$ cat src/rtl/vram_circle_renderer.sv
// Frame-scanning circle renderer: walks every VRAM pixel in raster order and
// writes a disk, ring or clear colour through a valid/ready write port.
module vram_circle_renderer #(
    parameter int H_RES = 640,
    parameter int V_RES = 480,
    parameter int COL_W = 10,
    parameter int ROW_W = 9,
    parameter int PIX_W = 12
) (
    input  logic             clk,
    input  logic             rstn,
    input  logic             start,
    input  logic [1:0]       mode,
    input  logic [COL_W-1:0] cx,
    input  logic [ROW_W-1:0] cy,
    input  logic [COL_W-1:0] radius,
    input  logic [COL_W-1:0] thick,
    input  logic [PIX_W-1:0] fg_color,
    input  logic [PIX_W-1:0] bg_color,
    output logic             wr_valid,
    input  logic             wr_ready,
    output logic [ROW_W-1:0] wr_row,
    output logic [COL_W-1:0] wr_col,
    output logic [PIX_W-1:0] wr_data,
    output logic             busy,
    output logic             done
);

    localparam int MAX_W = (COL_W > ROW_W) ? COL_W : ROW_W;
    localparam int D_W   = 2 * MAX_W + 2;
    localparam logic [COL_W-1:0] COL_LAST = COL_W'(H_RES - 1);
    localparam logic [ROW_W-1:0] ROW_LAST = ROW_W'(V_RES - 1);

    typedef enum logic [1:0] {IDLE, SCAN, FINISH} state_t;

    state_t state, state_next;

    logic [ROW_W-1:0] row_cnt;
    logic [COL_W-1:0] col_cnt;
    logic [1:0]       mode_q;
    logic [COL_W-1:0] cx_q;
    logic [ROW_W-1:0] cy_q;
    logic [COL_W-1:0] radius_q;
    logic [COL_W-1:0] thick_q;
    logic [PIX_W-1:0] fg_q;
    logic [PIX_W-1:0] bg_q;

    logic signed [COL_W:0] dx;
    logic signed [ROW_W:0] dy;
    logic signed [D_W-1:0] dx_w, dy_w;
    logic [D_W-1:0]        d2, ro2, ri2, rad_w, ri_w;
    logic [COL_W-1:0]      ri;
    logic                  in_outer, in_inner, last_pix;
    logic [PIX_W-1:0]      pix;

    assign last_pix = (row_cnt == ROW_LAST) && (col_cnt == COL_LAST);
    assign wr_row   = row_cnt;
    assign wr_col   = col_cnt;

    always_ff @(posedge clk or negedge rstn) begin
        if (!rstn) state <= IDLE;
        else       state <= state_next;
    end

    always_comb begin
        state_next = state;
        wr_valid   = 1'b0;
        busy       = 1'b0;
        done       = 1'b0;
        case (state)
            IDLE: begin
                if (start) state_next = SCAN;
            end
            SCAN: begin
                wr_valid = 1'b1;
                busy     = 1'b1;
                if (wr_ready && last_pix) state_next = FINISH;
            end
            FINISH: begin
                done       = 1'b1;
                state_next = IDLE;
            end
            default: state_next = IDLE;
        endcase
    end

    // Command parameters are captured only in IDLE, so start or input changes
    // during a scan cannot disturb the image being written.
    always_ff @(posedge clk or negedge rstn) begin
        if (!rstn) begin
            row_cnt  <= '0;
            col_cnt  <= '0;
            mode_q   <= '0;
            cx_q     <= '0;
            cy_q     <= '0;
            radius_q <= '0;
            thick_q  <= '0;
            fg_q     <= '0;
            bg_q     <= '0;
        end else begin
            case (state)
                IDLE: begin
                    if (start) begin
                        row_cnt  <= '0;
                        col_cnt  <= '0;
                        mode_q   <= mode;
                        cx_q     <= cx;
                        cy_q     <= cy;
                        radius_q <= radius;
                        thick_q  <= thick;
                        fg_q     <= fg_color;
                        bg_q     <= bg_color;
                    end
                end
                SCAN: begin
                    if (wr_ready) begin
                        if (col_cnt == COL_LAST) begin
                            col_cnt <= '0;
                            row_cnt <= (row_cnt == ROW_LAST) ? '0 : row_cnt + 1'b1;
                        end else begin
                            col_cnt <= col_cnt + 1'b1;
                        end
                    end
                end
                default: ;
            endcase
        end
    end

    // Squared distances are widened to D_W so the sums can never overflow,
    // even with the centre in a far corner of the counter range.
    always_comb begin
        dx    = signed'({1'b0, col_cnt}) - signed'({1'b0, cx_q});
        dy    = signed'({1'b0, row_cnt}) - signed'({1'b0, cy_q});
        dx_w  = D_W'(dx);
        dy_w  = D_W'(dy);
        d2    = unsigned'(dx_w * dx_w) + unsigned'(dy_w * dy_w);
        ri    = (thick_q >= radius_q) ? '0 : radius_q - thick_q;
        rad_w = D_W'(radius_q);
        ri_w  = D_W'(ri);
        ro2   = rad_w * rad_w;
        ri2   = ri_w * ri_w;
        in_outer = (d2 < ro2);
        in_inner = (d2 < ri2);
    end

    always_comb begin
        pix = bg_q;
        case (mode_q)
            2'b00: if (in_outer) pix = fg_q;
            2'b01: if (in_outer && !in_inner) pix = fg_q;
            default: pix = bg_q;
        endcase
        wr_data = (state == SCAN) ? pix : '0;
    end

endmodule
$ cat config.mk
export PLATFORM = sky130hd
export DESIGN_NAME = vram_circle_renderer
export DESIGN_NICKNAME = d
export VERILOG_FILES = /design/src/rtl/vram_circle_renderer.sv
export SDC_FILE = /design/constraint.sdc
export NUM_CORES = 1
export LEC_CHECK = 0
export ABC_AREA = 0
export CAP_MARGIN = 20
export CORE_MARGIN = 2
export CORE_UTILIZATION = 44
export CTS_BUF_LIST = sky130_fd_sc_hd__clkbuf_4
export CTS_CLUSTER_SIZE = 10
export DETAILED_ROUTE_END_ITERATION = 16
export HOLD_SLACK_MARGIN = 0.08
export PLACE_DENSITY = 0.59
export SLEW_MARGIN = 20
export SYNTH_ARGS = -nofsm -noshare
export SYNTH_HDL_FRONTEND = slang
export SYNTH_SLANG_ARGS = --single-unit
$ cat constraint.sdc
create_clock -name clk -period 16.1 [get_ports clk]
set_input_delay 1.61 -clock clk [delete_from_list [all_inputs] [get_ports clk]]
set_output_delay 1.61 -clock clk [all_outputs]
set_load 0.03 [all_outputs]
After elaboration in Yosys (flattened, before gate mapping)
Cells that the tools add are included.
{"block": "totals", "in_bits": 69, "register_bits": 86, "wordCells": 62}
{"block": "op_classes", "eq_ne": 9, "reduce_logical": 11, "n_lt_le_gt_ge": 3, "n_mux": 19, "add_sub_neg": 6, "n_mul": 4}
{"operator": "$mul 10x10->20", "count": 3}
{"operator": "$lt 22x20->1", "count": 2}
{"operator": "$mux 10", "count": 4}
{"operator": "$mux 12", "count": 3}
{"operator": "$mux 9", "count": 4}
{"operator": "$pmux 12 s2", "count": 1}
{"operator": "$add 22x22->22", "count": 1}
{"operator": "$mul 11x11->22", "count": 1}
{"operator": "$pmux 10 s2", "count": 1}
{"operator": "$pmux 9 s2", "count": 1}
{"operator": "$sub 10x10->11", "count": 1}
{"operator": "$add 10x1->10 const B", "count": 1}
{"operator": "$eq 10x10->1 const B", "count": 1}
{"operator": "$ge 10x10->1", "count": 1}
{"operator": "$sub 10x10->10", "count": 1}
{"operator": "$sub 9x9->10", "count": 1}
{"operator": "$add 9x1->9 const B", "count": 1}
{"operator": "$eq 9x9->1 const B", "count": 1}
{"operator": "$ne 2x2->1 const B", "count": 4}
{"operator": "$eq 2x1->1 const B", "count": 2}
{"operator": "$logic_not 2->1", "count": 2}
{"operator": "$mux 2", "count": 2}
{"operator": "$pmux 2 s2", "count": 1}
{"operator": "$reduce_and 2->1", "count": 2}
{"operator": "other kinds (7)", "count": 10}

Logic depth before layout (Yosys ltp)
Gate-level depths: netlist (run 1).
{"block": "logic_depth", "word_depth": 9, "ltp_mapped": 56}

Worst setup path before layout (run 1)
OpenSTA, ideal clock, no wires.
{"block": "synth_path", "kind": "register to output", "from": "register row_cnt[1], in the netlist wr_row[1]", "to": "output wr_data[10]", "stages_incl_launch_ff": 52, "slack_ps": 2198, "arrival_time_ps": 12292, "n_path_buf": 2, "cell_sequence": "dfrtp_1 ha_1 nor2b_1 o21ai_0 a21boi_0 o21ai_0 a21boi_0 o21ai_0 a21boi_0 o21ai_0 nand2b_1 inv_1 clkbuf_1 nand2_1 fa_1 inv_1 fa_1 fa_1 [16 not listed] fa_1 fa_1 inv_1 ha_1 or2_2 a2111oi_2 nor2_1 a21oi_1 ha_1 nand3_1 nor2_1 a221o_1 or2_1 o221ai_2 a21o_2 buf_6 o21ai_1 a21oi_1"}
{"block": "synth_between", "elab_chain_cells": 9, "word_cells_on_any_way": 11, "cone_classes": "add/sub: 2; mul: 1; order compare: 2; mux: 4; reduce/logical: 2"}
{"item": "from (decl)", "line": "38", "source": "logic [ROW_W-1:0] row_cnt;"}
{"item": "from (signal assigned)", "line": "119", "source": "row_cnt <= (row_cnt == ROW_LAST) ? '0 : row_cnt + 1'b1;"}
{"item": "$sub 9x9->10 *", "line": "134", "source": "dy = signed'({1'b0, row_cnt}) - signed'({1'b0, cy_q});"}
{"item": "$mul 10x10->20 *", "line": "137", "source": "d2 = unsigned'(dx_w * dx_w) + unsigned'(dy_w * dy_w);"}
{"item": "$add 22x22->22 *", "line": "137"}
{"item": "$lt 22x20->1", "line": "144", "source": "in_inner = (d2 < ri2);"}
{"item": "$logic_not 1->1", "line": "151", "source": "2'b01: if (in_outer && !in_inner) pix = fg_q;"}
{"item": "$logic_and 1x1->1", "line": "151"}
{"item": "$mux 12", "line": "151"}
{"item": "$pmux 12 s2 *", "line": "149", "source": "case (mode_q)"}
{"item": "$mux 12 *", "line": "154", "source": "wr_data = (state == SCAN) ? pix : '0;"}
{"item": "to (decl)", "line": "24", "source": "output logic [PIX_W-1:0] wr_data,"}
Every way passes the cells marked *; elsewhere a longest branch is shown, timed or not.

Final worst setup path (run 1)
{"block": "layout_path", "from": "register row_cnt[0], in the netlist wr_row[0]", "to": "output wr_data[0]"}
The elaborated chain is that of the path after synthesis.

==> results of run 1 <==
Yosys cell counts, types with 13 or more instances:
| master | instances | share of area (%) |
|---|---|---|
| nor2_1 | 146 | 2.8 |
| xnor2_1 | 76 | 3.4 |
| nand3_1 | 46 | 1.2 |
| nor2b_1 | 22 | 0.71 |
| xor2_1 | 36 | 1.6 |
| fa_1 | 297 | 31 |
| inv_1 | 481 | 9.3 |
| o21ai_1 | 14 | 0.36 |
| clkbuf_1 | 33 | 0.64 |
| and2_1 | 43 | 1.4 |
| dfrtp_1 | 86 | 11 |
| o21ai_0 | 89 | 2.3 |
| nand2b_1 | 19 | 0.61 |
| a21oi_1 | 78 | 2.0 |
| a21o_1 | 19 | 0.73 |
| nor3_1 | 18 | 0.46 |
| ha_1 | 272 | 17 |
| and3_1 | 16 | 0.51 |
| nand2_1 | 305 | 5.9 |
| o31ai_1 | 13 | 0.50 |
metal layers:
layer | wire length (um) | global-route usage, % | share of wire (%) | vias to the layer above
met2 | 23120 | 37.89 | 51 | 203
met1 | 20190 | 26.41 | 44 | 7354
met4 | 804 | 4.630 | 1.8 | 0
li1 | - | - | - | 7263
met5 | 0 | 0 | 0 | -
met3 | 1385 | 2.681 | 3.0 | 47
state kept, by name (all words and copies together), names as in the netlist:
signal / cells
cy_q: 9
bg_q: 12
wr_col: 10
radius_q: 10
thick_q: 10
fg_q: 12
mode_q: 2
wr_row: 9
state: 2
cx_q: 10
layout by cell type (no fill, tap or decap), types with 42 or more instances in the layout:
cell and count:
and2_1 42, nand2_1 305, inv_1 480, nor2_1 146, clkdlybuf4s50_1 89, xnor2_1 76, a21oi_1 78, dfrtp_1 86
nand3_1 46, ha_1 272, fa_1 297, o21ai_0 89
stage by stage:
stage | hold slack (ns) | std cells
after floorplan | 0.4393 | 2262
after global placement | 0.4622 | 2921
after detailed placement | 0.4621 | 2921
after CTS | 0.4987 | 2937
after global routing | 0.5347 | 2943
final | 0.4980 | 2943
repair_timing:
action,CTS,global route
buffers inserted,0,4
gates resized for setup,0,17
setup endpoints to repair,0,12
hold buffers,0,0
layout make-up:
class                           count  area (um^2)  area share, %
Clock buffer                        9        67.56         0.3160
Sequential cell                    86         2152          10.07
Timing Repair Buffer              117         1174          5.490
Antenna cell                        2        5.005        0.02341
Multi-Input combinational cell   1645        15310          71.59
Inverter                          485         1824          8.533
Clock inverter                      7        110.1         0.5150
Tap cell                          592        740.7          3.465
how the worst max path moves through the flow:
stage	from	to	cells past startpoint
after floorplan	wr_row[1]	wr_data[10]	51
after detailed placement	wr_row[1]	wr_data[0]	50
after global placement	wr_row[1]	wr_data[11]	50
after global routing	wr_row[1]	wr_data[0]	50
final	wr_row[0]	wr_data[0]	51
after CTS	wr_row[1]	wr_data[0]	50
worst reg2reg max path, cell delays in order (launching register included):
cell and delay, ns:
dfrtp_1 0.38, nand2b_1 0.58, inv_1 0.36, a31oi_1 0.66, or2_2 0.30, o21ai_0 0.11
kinds of logic (layout without fill, tap and decap cells):
group,Yosys count,count (layout),synth area share [%]
buffers and inverters,531,618,10.42
muxes,5,5,0.2700
xor gates and xnor gates,112,112,5.040
adders and majority gates,569,569,48.04
other,0,2,0
and+or+nand+nor,663,663,15.35
AOI/OAI and AO/OA,296,296,9.830
DFF,86,86,11.06
==> impl_metrics.toml, run 1 <==
[worst_setup_path]
required_ns = 14.49
startpoint_type = "flop"
cp_common_cell = "fa_1"
rr_worst_depth = 5
setup.worst_path.end_class = "output port"
critPathMaxStageDelay_ns = 0.57
slowest_stage = "fa_1"
critPathKind = "flop to output port"
path_buf_inv = 8
r2r-start = "state[1]"
crit_family = "adder cells"
timing.rr.end = "wr_row[5]"
reg2reg_setup_slack_ns = 13.59
cp_data_arrival_time_ns = 13.46
cp_max_fo = 12

[sta]
tightest_slew_ns = 0.9770
finalWorstSetupSlack_ns = 1.034
min_period_ns = 15.07
finClkSkew_ns = 0.01991
fmax_mhz = 66.37
finalSetupViolCount = 0
maxSlewViolCount = 0
hold_violations = 0
rsz0062_at_grt = "no"
slew-limit-headroom_pct = 34.87
fin_crit_sh_pct = 93.58
tns_ns = 0

[global_routing]
grt_pass1_vias = 16080
track_usage_pct = 20.85
grt_antenna_before_repair = 1
grt_pass1_wl_um = 78730
gr-total-overflow = 0
grt_max_degree = 101

[die]
die-height_um = 214.3
rows = 77
die-area_um2 = 45930
start_util_pct = 44.30
coreArea_um2 = 43930
die_x_um = 214.3
top_level_ports = 103

[synth]
syn-cell-area_um2 = 19460
syn_area_per_cell_um2 = 8.604
ys_async_sr_fraction_pct = 100.0
synth_edf_count = 0
synth_nets = 2900
synth_cell_types = 87
ys_ff_latch = 86
yosys_warnings = 0
ys_seq_area_share_pct = 11.06
netlist_instances = 2262
synth_ff_type = "dfrtp_1"

[clocking]
insertion_delay_ns = 0.53
clkSlewWorstSetupHoldPaths_ns = 0.15
cts_root_buf = "clkbuf_4"
cts.path.max_buffers = 2
clock_sinks = 86
cts_made_buffers = 9
htree_levels = 3
cts_tree = "yes"

[placed_design]
portBuffers = 102
routabilityCongestion = 0.8579
hpwl_um = 39120
dpl_cell_area_um2 = 21100
place_ws_ns = 0.7643

[detailed_routing]
firstDrtPassIters = 7
ant_nets = 0
num_vias = 14870
avgViaCountPerCell = 5.052
drtIter0Drc = 632
wl_um = 45500
drcViolationCount = 0
wl_per_cell_um = 15.46

[final_layout]
drive_gt1_share_pct = 3.321
final_area_um2 = 21380
layout-area-overhead-vs-synth_pct = 9.849
post-route-util_pct = 48.66
fillers = 4322
fin_nets = 2982

[worst_hold_path]
holdPathEnd = "bg_q[11]"
hold_path_class = "flop to flop"
holdPathStages = 2
worstHoldStart = "bg_q[11]"

[run_status]
status = "finished clean"

[run]
cap_violations = 0
Power of run 1 is left out: the tool's default activity adds up to more than one toggle a clock period on the data nets, which glitch-free logic cannot reach.
==> run 2, diff against run 1 <==
--- a/config.mk
+++ b/config.mk
@@ -10,6 +10,7 @@
 export CORE_MARGIN = 2
 export CORE_UTILIZATION = 44
 export CTS_BUF_LIST = sky130_fd_sc_hd__clkbuf_4
+export CTS_CLUSTER_DIAMETER = 120
 export CTS_CLUSTER_SIZE = 10
 export DETAILED_ROUTE_END_ITERATION = 16
 export HOLD_SLACK_MARGIN = 0.08
==> results of run 2 <==
Same layout as run 1: the final DEF is identical, and so are final timing and power.
Power of run 2 is left out for the same reason.
